<file path="src/rtl/pipe_ctrl_pkg.sv">
// Shared types and stall encodings for the pipeline controller.
package pipe_ctrl_pkg;

  typedef enum logic [1:0] {
    CTRL_IDLE,
    CTRL_DIV_BUSY,
    CTRL_DIV_DONE
  } ctrl_state_e;

  localparam logic [5:0] STALL_NONE = 6'b000000;
  localparam logic [5:0] STALL_ID   = 6'b000111;
  localparam logic [5:0] STALL_EX   = 6'b001111;

endpackage

</file>
<file path="src/rtl/pipe_ctrl_if.sv">
// Request/stall bundle between the pipeline stages and pipe_ctrl.
interface pipe_ctrl_if #(
  parameter int unsigned STALL_W = 6,
  parameter int unsigned PERF_W  = 32
);
  logic               stallreq_id_i;
  logic               stallreq_ex_i;
  logic               div_req_i;
  logic               div_ready_i;
  logic               flush_i;
  logic [STALL_W-1:0] stall_o;
  logic               flush_o;
  logic               div_start_o;
  logic               div_annul_o;
  logic               div_done_o;
  logic               div_timeout_o;
  logic [PERF_W-1:0]  stall_cycles_o;

  modport master (
    output stallreq_id_i, stallreq_ex_i, div_req_i, div_ready_i, flush_i,
    input  stall_o, flush_o, div_start_o, div_annul_o, div_done_o,
           div_timeout_o, stall_cycles_o
  );

  modport slave (
    input  stallreq_id_i, stallreq_ex_i, div_req_i, div_ready_i, flush_i,
    output stall_o, flush_o, div_start_o, div_annul_o, div_done_o,
           div_timeout_o, stall_cycles_o
  );
endinterface

</file>
<file path="src/rtl/pipe_ctrl_sat_counter.sv">
// Saturating up-counter used for the stall-cycle performance statistic.
module sat_counter #(
  parameter int unsigned W = 32
) (
  input  logic         clk,
  input  logic         rst,
  input  logic         inc_i,
  output logic [W-1:0] count_o
);
  logic [W-1:0] count_q, count_d;

  always_comb begin
    count_d = count_q;
    if (inc_i && (count_q != '1)) count_d = count_q + W'(1);
  end

  always_ff @(posedge clk) begin
    if (rst) count_q <= '0;
    else     count_q <= count_d;
  end

  assign count_o = count_q;
endmodule

</file>
<file path="src/rtl/pipe_ctrl.sv">
// Pipeline controller: stall merge, divider sequencing with watchdog, flush.
module pipe_ctrl
  import pipe_ctrl_pkg::*;
#(
  parameter int unsigned STALL_W     = 6,
  parameter int unsigned DIV_TIMEOUT = 40,
  parameter int unsigned CNT_W       = 6,
  parameter int unsigned PERF_W      = 32
) (
  input  logic      clk,
  input  logic      rst,
  pipe_ctrl_if.slave bus
);
  ctrl_state_e state_q, state_d;
  logic [CNT_W-1:0] wdog_q, wdog_d;
  logic timeout_q, timeout_d;
  logic [5:0] stall_code;
  logic start, annul, done;

  always_comb begin
    state_d   = state_q;
    wdog_d    = wdog_q;
    timeout_d = timeout_q;
    start     = 1'b0;
    annul     = 1'b0;
    done      = 1'b0;
    if (bus.flush_i) begin
      // Flush overrides everything; an in-flight divide must be aborted.
      state_d = CTRL_IDLE;
      annul   = (state_q == CTRL_DIV_BUSY);
    end else begin
      unique case (state_q)
        CTRL_IDLE: begin
          if (bus.div_req_i) begin
            start   = 1'b1;
            wdog_d  = '0;
            state_d = CTRL_DIV_BUSY;
          end
        end
        CTRL_DIV_BUSY: begin
          wdog_d = wdog_q + CNT_W'(1);
          if (bus.div_ready_i) begin
            state_d = CTRL_DIV_DONE;
          end else if (wdog_q == CNT_W'(DIV_TIMEOUT - 1)) begin
            annul     = 1'b1;
            timeout_d = 1'b1;
            state_d   = CTRL_DIV_DONE;
          end
        end
        CTRL_DIV_DONE: begin
          done    = 1'b1;
          state_d = CTRL_IDLE;
        end
        default: state_d = CTRL_IDLE;
      endcase
    end
  end

  always_comb begin
    stall_code = STALL_NONE;
    if (bus.flush_i)
      stall_code = STALL_NONE;
    else if ((state_q == CTRL_IDLE && bus.div_req_i) || state_q == CTRL_DIV_BUSY ||
             bus.stallreq_ex_i)
      stall_code = STALL_EX;
    else if (bus.stallreq_id_i)
      stall_code = STALL_ID;
  end

  always_ff @(posedge clk) begin
    if (rst) begin
      state_q   <= CTRL_IDLE;
      wdog_q    <= '0;
      timeout_q <= 1'b0;
    end else begin
      state_q   <= state_d;
      wdog_q    <= wdog_d;
      timeout_q <= timeout_d;
    end
  end

  assign bus.stall_o       = STALL_W'(stall_code);
  assign bus.flush_o       = bus.flush_i;
  assign bus.div_start_o   = start;
  assign bus.div_annul_o   = annul;
  assign bus.div_done_o    = done;
  assign bus.div_timeout_o = timeout_q;

  sat_counter #(.W(PERF_W)) u_stall_cnt (
    .clk     (clk),
    .rst     (rst),
    .inc_i   (stall_code != STALL_NONE),
    .count_o (bus.stall_cycles_o)
  );
endmodule
</file>
<file path="src/flat_wrapper.sv">
// flat-port wrapper written by rule: the top's interface ports become plain ports
module pipe_ctrl_flat import pipe_ctrl_pkg::*;
#(
  parameter int unsigned STALL_W     = 6,
  parameter int unsigned DIV_TIMEOUT = 40,
  parameter int unsigned CNT_W       = 6,
  parameter int unsigned PERF_W      = 32
)
  (clk, rst, bus_stallreq_id_i, bus_stallreq_ex_i, bus_div_req_i, bus_div_ready_i, bus_flush_i, bus_stall_o, bus_flush_o, bus_div_start_o, bus_div_annul_o, bus_div_done_o, bus_div_timeout_o, bus_stall_cycles_o);
  pipe_ctrl_if #(.STALL_W(STALL_W), .PERF_W(PERF_W)) bus_i ();
  input  logic clk;
  input  logic rst;
  input wire logic [$bits(bus_i.stallreq_id_i)-1:0] bus_stallreq_id_i;
  input wire logic [$bits(bus_i.stallreq_ex_i)-1:0] bus_stallreq_ex_i;
  input wire logic [$bits(bus_i.div_req_i)-1:0] bus_div_req_i;
  input wire logic [$bits(bus_i.div_ready_i)-1:0] bus_div_ready_i;
  input wire logic [$bits(bus_i.flush_i)-1:0] bus_flush_i;
  output wire logic [$bits(bus_i.stall_o)-1:0] bus_stall_o;
  output wire logic [$bits(bus_i.flush_o)-1:0] bus_flush_o;
  output wire logic [$bits(bus_i.div_start_o)-1:0] bus_div_start_o;
  output wire logic [$bits(bus_i.div_annul_o)-1:0] bus_div_annul_o;
  output wire logic [$bits(bus_i.div_done_o)-1:0] bus_div_done_o;
  output wire logic [$bits(bus_i.div_timeout_o)-1:0] bus_div_timeout_o;
  output wire logic [$bits(bus_i.stall_cycles_o)-1:0] bus_stall_cycles_o;
  assign bus_i.stallreq_id_i = bus_stallreq_id_i;
  assign bus_i.stallreq_ex_i = bus_stallreq_ex_i;
  assign bus_i.div_req_i = bus_div_req_i;
  assign bus_i.div_ready_i = bus_div_ready_i;
  assign bus_i.flush_i = bus_flush_i;
  assign bus_stall_o = bus_i.stall_o;
  assign bus_flush_o = bus_i.flush_o;
  assign bus_div_start_o = bus_i.div_start_o;
  assign bus_div_annul_o = bus_i.div_annul_o;
  assign bus_div_done_o = bus_i.div_done_o;
  assign bus_div_timeout_o = bus_i.div_timeout_o;
  assign bus_stall_cycles_o = bus_i.stall_cycles_o;
  pipe_ctrl #(.STALL_W(STALL_W), .DIV_TIMEOUT(DIV_TIMEOUT), .CNT_W(CNT_W), .PERF_W(PERF_W)) u_core (.clk(clk), .rst(rst), .bus(bus_i));
endmodule
</file>
<file path="config.mk">
export PLATFORM = sky130hd
export DESIGN_NAME = pipe_ctrl_flat
export DESIGN_NICKNAME = d
export VERILOG_FILES = /design/src/rtl/pipe_ctrl_pkg.sv /design/src/rtl/pipe_ctrl_if.sv /design/src/rtl/pipe_ctrl_sat_counter.sv /design/src/rtl/pipe_ctrl.sv /design/src/flat_wrapper.sv
export SDC_FILE = /design/constraint.sdc
export NUM_CORES = 1
export LEC_CHECK = 0
export CAP_MARGIN = 20
export CORE_ASPECT_RATIO = 0.6
export CORE_UTILIZATION = 50
export DETAILED_ROUTE_END_ITERATION = 8
export PLACE_DENSITY = 0.8
export SYNTH_ARGS = -nofsm -noshare
export SYNTH_HDL_FRONTEND = slang
export SYNTH_SLANG_ARGS = --single-unit
export TNS_END_PERCENT = 30
</file>
<file path="constraint.sdc">
create_clock -name clk -period 2.1 [get_ports clk]
set_input_delay 0.42 -clock clk [delete_from_list [all_inputs] [get_ports clk]]
set_output_delay 0.42 -clock clk [all_outputs]
set_load 0.05 [all_outputs]
</file>
=== Word-level counts from Yosys, hierarchy flattened ===
Index checks and enable logic that the tools add are counted.

* Reduce and logical (&&, ||, !) cells: 11
* Bitwise operators: 2
* Add/subtract/negate cells: 2
* Muxes and demuxes: 18
* Equality and inequality tests: 6

{| class="wikitable"
|+ Operator list
! kind !! number
|-
| 32-bit by 1-bit adder with 32-bit output (second input constant) || 1
|-
| 32-bit inequality test (second input constant) || 1
|-
| 6-bit 2-to-1 mux || 3
|-
| 6-bit case mux with 2 select lines || 1
|-
| 1-bit 2-to-1 mux || 9
|-
| 6-bit by 1-bit adder with 6-bit output (second input constant) || 1
|-
| 6-bit equality test (second input constant) || 1
|-
| 2-bit 2-to-1 mux || 3
|-
| 6-bit nonzero test || 1
|-
| 2-bit case mux with 2 select lines || 1
|-
| 4-bit AND reduction || 1
|-
| 3-bit 2-to-1 mux || 1
|-
| 3-bit inequality test (second input constant) || 1
|-
| 3-bit AND reduction || 1
|-
| 2-bit by 1-bit equality test with 1-bit output (second input constant) || 1
|-
| 2-bit equality test (second input constant) || 1
|-
| 1-bit logical AND || 2
|-
| 2-bit zero test || 1
|-
| 1-bit logical OR || 2
|-
| 2-bit inequality test (second input constant) || 1
|-
| 1-bit NOT || 2
|-
| 2-bit AND reduction || 1
|-
| 2-bit nonzero test || 1
|-
| 2-bit OR reduction || 1
|}

* Input port bits: 7
* Logic and storage cells: 43
* Output and inout bits: 43
* Register bits: 41

=== Logic depth before layout (Yosys ltp) ===
Gate-level depths: netlist of run 1.

* Word-level depth: 8
* Gate-level depth with buffers: 7
* Depth with buffers taken out: 6

=== Modules after synthesis ===
A second synthesis of run 1 with hierarchy kept.

* Cell total of the unflattened synthesis: 264
* Area, all modules: 2210.9 sq um

{| class="wikitable"
|+ By module, submodules not included
! module !! area each (sq um) !! cells an instance !! times used !! sequential area each (sq um)
|-
| sat_counter || 1674.1 || 199 || 1 || 640.6
|-
| pipe_ctrl || 536.8 || 65 || 1 || 180.2
|}

=== Least setup slack after synthesis of run 1 ===
Ideal clock, no wire load.

* Path kind: input -> register
* From: in bus_flush_i
* To: reg u_core.wdog_q[2]
* Data required time: 1.984 ns
* Stages: 4
* Library setup time: 0.116 ns
* Arrival time: 2.738 ns
* Path slack: -0.754 ns
* Path buffers: 1
* Cells stage by stage: clkbuf_1 nor4b_1 or2_2 nor2_1

* Word-level cells in the longest chain between the ends: 2

{| class="wikitable"
|+ Ends and longest elaborated chain
! element !! line !! RTL
|-
| start, declared || flat_wrapper.sv:17 || <nowiki>input wire logic [$bits(bus_i.flush_i)-1:0] bus_flush_i;</nowiki>
|-
| 1-bit NOT (no source line) || - ||
|-
| 3-bit AND reduction (no source line) || - ||
|-
| end signal, assigned || pipe_ctrl.sv:77 || <nowiki>wdog_q <= wdog_d;</nowiki>
|-
| end, declared || pipe_ctrl.sv:15 || <nowiki>logic [CNT_W-1:0] wdog_q, wdog_d;</nowiki>
|}

Every way passes these cells.
A chain may end at the register's enable or synchronous reset.

=== Worst setup path after layout of run 1 ===
* From: reg u_core.u_stall_cnt.count_q[8] (netlist: u_core.u_stall_cnt.count_o[8])
* To: reg u_core.u_stall_cnt.count_q[27] (netlist: u_core.u_stall_cnt.count_o[27])

* Word-level cells in the longest chain between the ends: 2
* Elaborated cells between the ends (all ways): 3
* Classes of those cells: add/sub: 1; eq/ne: 1; reduce/logical: 1

{| class="wikitable"
|+ Ends and longest elaborated chain
! element !! line !! RTL
|-
| start, declared || pipe_ctrl_sat_counter.sv:10 || <nowiki>logic [W-1:0] count_q, count_d;</nowiki>
|-
| start signal, assigned || pipe_ctrl_sat_counter.sv:19 || <nowiki>else count_q <= count_d;</nowiki>
|-
| parallel branches: the longest is 2 deep, another holds 32-bit by 1-bit adder with 32-bit output || - ||
|}

Several ways; the timed one is not identified.

==> results summary, run 1 <==
The total number of placement rows came out at 18. The number of standard cells after synthesis came out at 264. The largest voltage drop on the vdd net is 318 uV. The data arrival time of the worst path is about 2300 ps.

The analysis attributes to cell leakage a power of around 1.2 nW. The yosys synthesis warning count came out at 0. The final worst-path cycle share is between 90% and 100%. STA classifies the critical path startpoint as a register. Along the worst path, the maximum fanout reaches 11.

The tree is rooted in a sky130_fd_sc_hd__clkbuf_8. The minimum period implied by the final worst setup slack came out at roughly 2100 ps. TritonCTS built the clock tree.

The hold path startpoint is u_core.bus.div_timeout_o$_SDFFE_PP0P_. The number of antenna repair diodes is 0. The number of global-route vias before repair was slightly above 2000. Dividing the detail-routed wire length by the instance count gives about 16 um. The max-slew violation total from the final report is 0. The detailed router put a total of about 3000 um of wire on met1. The post-detailed-placement cell area is approximately 0.003 mm^2. The first global-routing pass estimated 9940 um of wire. The aggregate negative setup slack is 0 ps. The critical path contains buffers and inverters numbering 0 combined. The full die area is 0.00484 mm^2. The HPWL after detailed placement is between 4000 and 5000 um.

Tracing the worst setup path back leads to its startpoint at u_core.u_stall_cnt.count_o[8]$_SDFFE_PP0P_. The H-tree depth reported by CTS is 2. The die boundary height came out at 54.3 um.

Among all flip-flop cells after synthesis, the most frequent one is sky130_fd_sc_hd__dfxtp_1. The critical path depth in cells came out at 5. At the pin with the least slew margin, the transition time is 521 ps. The maximum clock rate came out at 0.482 GHz. The worst hold path was traced through 2 stages. Setup repair after global routing could not meet its margin everywhere. The effective utilization at floorplan is a little over half. The cell with the largest stage delay on the worst path is sky130_fd_sc_hd__or4_1. The DRC violation count after routing is 0. The fraction of layout cells with a size suffix above 1 is 29.5%. Between clock sinks in the finished design, the worst skew comes to 5.24 ps.

Wire segments on met3 add up to 482 um in the final route. The total grt overflow came out at 0. The tightest slew margin relative to the limit is 65.2%. The longest individual stage delay on the worst path came out at 590 ps. Walking the worst path, the cells encountered are nand4_4 > nor3_4 > nand4_2 > or4_1 > a21oi_1. The routed design has 6570 um of wire. The total power divided by cell area is 456 mW/mm^2. Buffers placed on the I/O ports in this run total 47.

After the flow finishes, the layout carries non-filler instances totaling 402. The worst setup path is captured at a register. The top layer reached by signal wires is met4. The path class of the tightest hold or removal check is register to register. The count of final hold-check violations is 0. The total number of vias came out at 2387. In the routed layout, each cell is associated on average with a via count of roughly 5.9. The total global routing track utilization is between 20 and 30%. The count of cell types in the netlist came out at 47.

The max-capacitance violation count is 0. The async set-reset flop share out of synthesis came out at 0%. After clock tree synthesis, the clock-pin slew on the worst setup and hold paths is 80 ps.

For the worst-skew pair, the clock arrives at the later sink with an insertion delay of around 300 ps. The detailed-routing iteration count for the pre-antenna-repair pass came out at 5. The wire length on met2 is 2980 um. The data required time at the worst endpoint came out at between 2000 and 2500 ps.

In this run, synthesis produced a sequential element count of between 40 and 50. The synthesis-to-finish area growth came out at 45.6%. The clock passes through at most 2 buffers. Entering global routing, the biggest net connects 25 pins.

The critical register-to-register path startpoint is u_core.u_stall_cnt.count_o[8]$_SDFFE_PP0P_. The final design instance area without fill is 0.00332 mm^2. The number of nets in the final layout is 350. The type of the setup path with the least slack is register to register. In this run, synthesis inferred 0 flip-flops with an integrated enable.

The kind of cell with the highest combined delay along the critical path is simple AND/OR/NAND/NOR gates. The final setup violation count came out at 0. The width of the die came out at 89.2 um.

The core region is 0.00423 mm^2. The number of clock sinks came out at 41. Once detail routing completed, the nets flagged for antenna violations numbered 0. The post-synthesis sequential area ratio came out at 36.0%.

The worst reg2reg path depth came out at 5. After detailed placement, the design holds a cell count of 387. Clock tree synthesis inserted a total of 5 buffers. The mean post-synth cell area came out at about 8.6 um^2. The number of antenna violations at the first check in global routing is 0.

Routability-driven placement finished with a final weighted congestion of 0.769. The number of I/O pins is 50. The minimum hold slack came out at 490 ps. The run finished with clean final reports. The number of violations reported at the end of detailed-routing iteration 0 came out at 166.

The mapped netlist covers 0.00228 mm^2.
-- flip-flops by register name, summed over array words and instances (netlist names) --
signal                      flops
u_core.bus.div_timeout_o        1
u_core.u_stall_cnt.count_o     32
u_core.wdog_q                   6
u_core.state_q                  2
-- cell type report --
cell class	instances	area (um^2)
Tap cell	60	75.1
Fill cell	293	916
Sequential cell	41	850
Multi-Input combinational cell	203	1450
Clock inverter	2	10.0
Clock buffer	6	72.6
Timing Repair Buffer	86	851
Inverter	4	15.0
-- cells in the final DEF, fill, tap and decap left out, types with 4 or more instances in the layout --
| cell type | count |
|---|---|
| sky130_fd_sc_hd__a21oi_1 | 25 |
| sky130_fd_sc_hd__and2_1 | 4 |
| sky130_fd_sc_hd__and3_1 | 5 |
| sky130_fd_sc_hd__buf_12 | 8 |
| sky130_fd_sc_hd__buf_4 | 37 |
| sky130_fd_sc_hd__clkbuf_8 | 5 |
| sky130_fd_sc_hd__clkdlybuf4s50_1 | 39 |
| sky130_fd_sc_hd__dfxtp_1 | 24 |
| sky130_fd_sc_hd__dfxtp_2 | 14 |
| sky130_fd_sc_hd__inv_1 | 4 |
| sky130_fd_sc_hd__mux2_2 | 5 |
| sky130_fd_sc_hd__nand2_1 | 18 |
| sky130_fd_sc_hd__nand3_1 | 8 |
| sky130_fd_sc_hd__nand4_1 | 9 |
| sky130_fd_sc_hd__nor2_1 | 19 |
| sky130_fd_sc_hd__nor2b_1 | 7 |
| sky130_fd_sc_hd__nor3_1 | 5 |
| sky130_fd_sc_hd__o21ai_0 | 9 |
| sky130_fd_sc_hd__o31ai_1 | 15 |
| sky130_fd_sc_hd__or3_1 | 9 |
| sky130_fd_sc_hd__or4_1 | 15 |
| sky130_fd_sc_hd__xor2_1 | 4 |
-- repair_timing --
action                                  in CTS  in global routing
hold buffers                                 0                  0
buffers inserted                             6                  1
resized for setup                            9                 12
endpoints found under the setup margin       5                 16
gates cloned                                 0                  0
pin swaps                                    2                  6
-- stage by stage --
stage | total power [mW] | utilization, % | setup slack (ps)
2_1_floorplan | 0.921 | - | -117
3_3_place_gp | 1.01 | 72.8 | -141
3_5_place_dp | 1.01 | 72.8 | -279
4_1_cts | 1.51 | 76.7 | -16.4
5_1_grt | 1.56 | 78.4 | -53.0
6_report | 1.51 | 78.4 | 24.4
-- layer usage --
| metal | global-route usage [%] | vias to the layer above |
|---|---|---|
| met2 | 43.0 | 91 |
| met4 | 7.94 | 0 |
| met5 | 0 | - |
| met3 | 5.58 | 10 |
| met1 | 39.2 | 1138 |
| li1 | - | 1148 |
-- worst register-to-register path: cells and delay by family, from the launching register on --
kind / cells / cell delay (ps)
AOI/OAI and AO/OA: 1 / 160
and+or+nand+nor: 4 / 1400
DFF: 1 / 450
-- final timing paths --
check	to	slack (ps)
setup reg to reg	u_core.u_stall_cnt.count_o[27]$_SDFFE_PP0P_	20
hold reg to reg	u_core.bus.div_timeout_o$_SDFFE_PP0P_	490
hold / removal	u_core.bus.div_timeout_o$_SDFFE_PP0P_	490
setup / recovery	u_core.u_stall_cnt.count_o[27]$_SDFFE_PP0P_	20
-- cells by family (layout without fill, tap and decap cells) --
| logic type | after synthesis | count (layout) | share of synthesized area, % |
|---|---|---|---|
| buf+inv | 21 | 98 | 5.33 |
| other cells | 1 | 2 | 0.165 |
| xor+xnor | 4 | 4 | 1.54 |
| fa+ha+maj | 2 | 2 | 1.10 |
| simple gates | 125 | 125 | 33.6 |
| compound gates | 61 | 61 | 18.0 |
| flops | 41 | 41 | 36.0 |
| mux | 9 | 9 | 4.28 |
-- Yosys cell counts, types with 3 or more instances --
| master | count | share of area, % |
|---|---|---|
| sky130_fd_sc_hd__a21oi_1 | 26 | 5.7 |
| sky130_fd_sc_hd__and2_1 | 4 | 1.1 |
| sky130_fd_sc_hd__and3_1 | 5 | 1.4 |
| sky130_fd_sc_hd__and4_1 | 3 | 1.2 |
| sky130_fd_sc_hd__buf_4 | 7 | 2.3 |
| sky130_fd_sc_hd__clkbuf_1 | 6 | 0.99 |
| sky130_fd_sc_hd__dfxtp_1 | 41 | 36 |
| sky130_fd_sc_hd__inv_1 | 4 | 0.66 |
| sky130_fd_sc_hd__mux2_2 | 5 | 2.5 |
| sky130_fd_sc_hd__mux2i_1 | 3 | 1.3 |
| sky130_fd_sc_hd__nand2_1 | 18 | 3.0 |
| sky130_fd_sc_hd__nand2b_1 | 3 | 0.82 |
| sky130_fd_sc_hd__nand3_1 | 10 | 2.2 |
| sky130_fd_sc_hd__nand4_1 | 9 | 2.5 |
| sky130_fd_sc_hd__nand4_2 | 3 | 1.6 |
| sky130_fd_sc_hd__nor2_1 | 20 | 3.3 |
| sky130_fd_sc_hd__nor2b_1 | 7 | 1.9 |
| sky130_fd_sc_hd__nor3_1 | 5 | 1.1 |
| sky130_fd_sc_hd__nor3b_1 | 3 | 0.99 |
| sky130_fd_sc_hd__o21ai_0 | 11 | 2.4 |
| sky130_fd_sc_hd__o31ai_1 | 15 | 4.9 |
| sky130_fd_sc_hd__or3_1 | 9 | 2.5 |
| sky130_fd_sc_hd__or4_1 | 15 | 4.9 |
| sky130_fd_sc_hd__xor2_1 | 4 | 1.5 |
-- where the power goes --
part | switching (mW) | total [mW] | internal, mW
combinational | 0.122 | 0.214 | 0.0924
clock | 0.280 | 0.511 | 0.231
sequential | 0.00690 | 0.788 | 0.781
No activity file was read; power rests on OpenSTA's default activity.
==> run 2, diff against run 1 <==
- CAP_MARGIN: 20 -> 25
- CORE_UTILIZATION: 50 -> 65
- DONT_BUFFER_PORTS: unset -> 1
- PLACE_DENSITY: 0.8 -> 0.82
- clock period: 2.1 -> 2.4 ns (I/O delays scaled with it)
==> run 2 against run 1 <==
Compared with the run above:
- register-to-register slack improved by 220 ps
- clock power increased by 12%
- utilization increased by 2.7 points
- via count decreased by 12%
- hold slack got worse by 240 ps
- worst setup slack improved by 170 ps
- sequential power decreased by 12%
- die area decreased by 22%
- final area decreased by 19%
- first-iteration DRC count increased by 9.6%
- clock skew increased by 1.3 ps
- global-route usage increased by 3.1 points
- highest routed layer unchanged
==> results summary, run 2 (same netlist as run 1, synthesis figures left out) <==
The maximum clock insertion buffer count is 2 (unchanged). The wire length of the first global-routing pass came out at 8540 um (-14%). The hold path startpoint is rst. The run finished with clean final reports. The minimum hold slack came out at 248 ps (-242 ps).

The number of antenna violations at the first check in global routing came out at 0 (unchanged). The half-perimeter wire length after placement is 3910 um (-11%). The worst reg2reg path depth was 5 (unchanged). The post-route total power is 1.36 mW (-10%).

The final clock skew came out at 6.56 ps (+1.32 ps). The min-delay analysis places its worst path in the category primary input to register. The minimum period implied by the final worst setup slack is 2200 ps.

In this run the critical register-to-register path is captured at u_core.u_stall_cnt.count_o[12]$_SDFFE_PP0P_. The area of the core came out at 0.00330 mm^2 (-22%). The effective utilization at floorplan is 69.0% (+15 points). The hold buffer count at CTS came to 0 (unchanged). The leakage power came to 0.983 nW (-17%). The number of vias per cell after detailed routing came out at 6.15 (+3.6%). The register area is 821 um^2 (-3.4%). The total grt overflow came out at 0 (unchanged). The aggregate negative setup slack is 0 ps (unchanged).

The final worst-path cycle share came out at 91.8%. The DRC violation count after routing came to 0 (unchanged). The tightest slew margin relative to the limit is 66.2% (+1.0 points). For hold timing, the worst endpoint is u_core.u_stall_cnt.count_o[3]$_SDFFE_PP0P_. The number of I/O pins came to 50 (unchanged). The H-tree depth reported by CTS came to 2 (unchanged). The fraction of layout cells with a size suffix above 1 came out at 23.9% (-5.6 points). The full die area is 0.00375 mm^2 (-22%).

The number of cells in the design after placement was 334 (-14%). For this design, the slowest cell found on the critical path is sky130_fd_sc_hd__dfxtp_1. The number of routed nets with antenna violations was 0 (unchanged). The clock-pin slew of the registers on the worst-case setup and hold paths came out at 70 ps (about the same). The flip-flop count of the largest register, all copies and words added came out at 32 (unchanged). The slew of the pin with the lowest slew margin is 507 ps (-14.1 ps). The longest individual stage delay on the worst path came out at 530 ps (-60 ps). The cell sitting at the root of the clock tree is a sky130_fd_sc_hd__clkbuf_8. The synthesis-to-finish area growth came out at 17.6%.

The largest net degree at the start of global routing came out at 47 (+88%). The total number of placement rows came to 16 (-2). The maximum clock rate came out at around 0.45 GHz. The setup slack at placement came out at 328 ps (+607 ps).

The average detailed-routed wire length per instance came out at 16.1 um (-1.2%). The final design instance area without fill is 0.00268 mm^2 (-19%). The global placement routability congestion is 0.806 (+4.8%).

The signal on the critical path passes through o21bai_4 > a21oi_4 > buf_4. Setup repair after global routing left no endpoint under its margin. The number of cells on the worst hold path is 1 (-1). The largest voltage drop on the vdd net is 472 uV (+48%). The total area of multi-input combinational cells came out at 0.00136 mm^2 (-5.7%). The count of placed standard cells in the final layout, fillers left out is 342 (-15%). The total power divided by cell area came out at 509 mW/mm^2 (+12%). The setup fix buffers added after clock tree synthesis came out at 0 (-6).

The top cell types in the final layout, fill and taps aside, are sky130_fd_sc_hd__buf_4, sky130_fd_sc_hd__dfxtp_1, sky130_fd_sc_hd__a21oi_1. The detailed-routing iteration count for the pre-antenna-repair pass is 4 (-1). The number of antenna repair diodes came out at 0 (unchanged). The number of violations reported at the end of detailed-routing iteration 0 came out at 182 (+9.6%). By startpoint and endpoint, the worst setup path is classified as register to primary output. The total number of vias is 2103 (-12%). The worst setup path is launched from a register. The number of clock buffers inserted by TritonCTS came to 5 (unchanged). The width of the die is 78.4 um (-12%). The flop-to-flop setup slack came out at 240 ps (+220 ps).

The quantity of I/O buffers inserted on ports is 0 (-100%). The clock insertion delay at the later pin of the skew report is 300 ps (about the same). The max-slew violation total from the final report came out at 0 (unchanged). The largest fanout on the critical path was 10 (-1).

The smallest setup slack after layout came out at 196 ps (+172 ps). The max-capacitance violation count came out at 0 (unchanged). TritonCTS built the clock tree. The startpoint identified for the worst register-to-register timing path is u_core.u_stall_cnt.count_o[1]$_SDFFE_PP0P_. The data required time at the worst endpoint came out at 1920 ps (-400 ps). The post-detailed-placement cell area is 0.00256 mm^2 (-17%). The critical path starts at u_core.state_q[0]$_SDFFE_PP0P_. The final setup violation count is 0 (unchanged).

The data arrival time of the worst path is 1720 ps (-580 ps). The number of fill cells came out at 234 (-20%). The die boundary height came to 47.9 um (-12%). The total global routing track utilization came out at 30.7% (+3.1 points). The number of clock sinks is 41 (unchanged).

The number of nets in the final layout is 305 (-13%). The post-layout utilization of the core is 81.1% (+2.7 points). The count of final hold-check violations is 0 (unchanged). The number of global-route vias before repair is 1824 (-11%). The wire length reported by the detailed router came to 5520 um (-16%). The worst setup path is captured at a primary output.
-- run 2: repair_timing --
item / CTS / global route
gates resized for setup: 0 / 1
endpoints found under the setup margin: 0 / 1
hold endpoints to repair: 0 / 0
-- run 2: where the power goes --
group | leakage [nW] | total, mW | internal (mW) | switching, mW
clock | 0.0585 | 0.574 | 0.339 | 0.235
combinational | 0.594 | 0.0985 | 0.0271 | 0.0714
sequential | 0.331 | 0.690 | 0.685 | 0.00512
total | 0.983 | 1.36 | 1.05 | 0.311
-- run 2: how the worst max path moves through the flow --
stage	to	slack, ps	cells after the start
after floorplan	bus_div_annul_o	-170	3
after global placement	u_core.u_stall_cnt.count_o[12]$_SDFFE_PP0P_	400	5
after detailed placement	u_core.u_stall_cnt.count_o[12]$_SDFFE_PP0P_	330	5
after CTS	bus_div_annul_o	120	6
after global routing	bus_div_annul_o	80	6
final	bus_stall_o[0]	200	3
-- run 2: per-layer routing --
layer,routed length (um),global-route usage (%),vias up
met5,0,0,-
met4,75,12.2,0
met3,364,8.00,9
met2,2470,48.1,64
met1,2610,41.6,974
li1,-,-,1056
-- run 2: cell type report --
| type | count | area share (%) |
|---|---|---|
| multi-input combinational | 203 | 50.9 |
| clock inverter | 1 | 1.12 |
| clock buffer | 7 | 3.22 |
| inverter | 4 | 0.560 |
| timing repair buffer | 41 | 11.5 |
| tap | 45 | 2.10 |
| sequential | 41 | 30.6 |
-- run 2: critical path, delay by kind of cell, from the launching register on --
kind,cells,cell delay [ps]
flip-flops,1,530
AO/OA/AOI/OAI,2,460
buffers and inverters,1,450
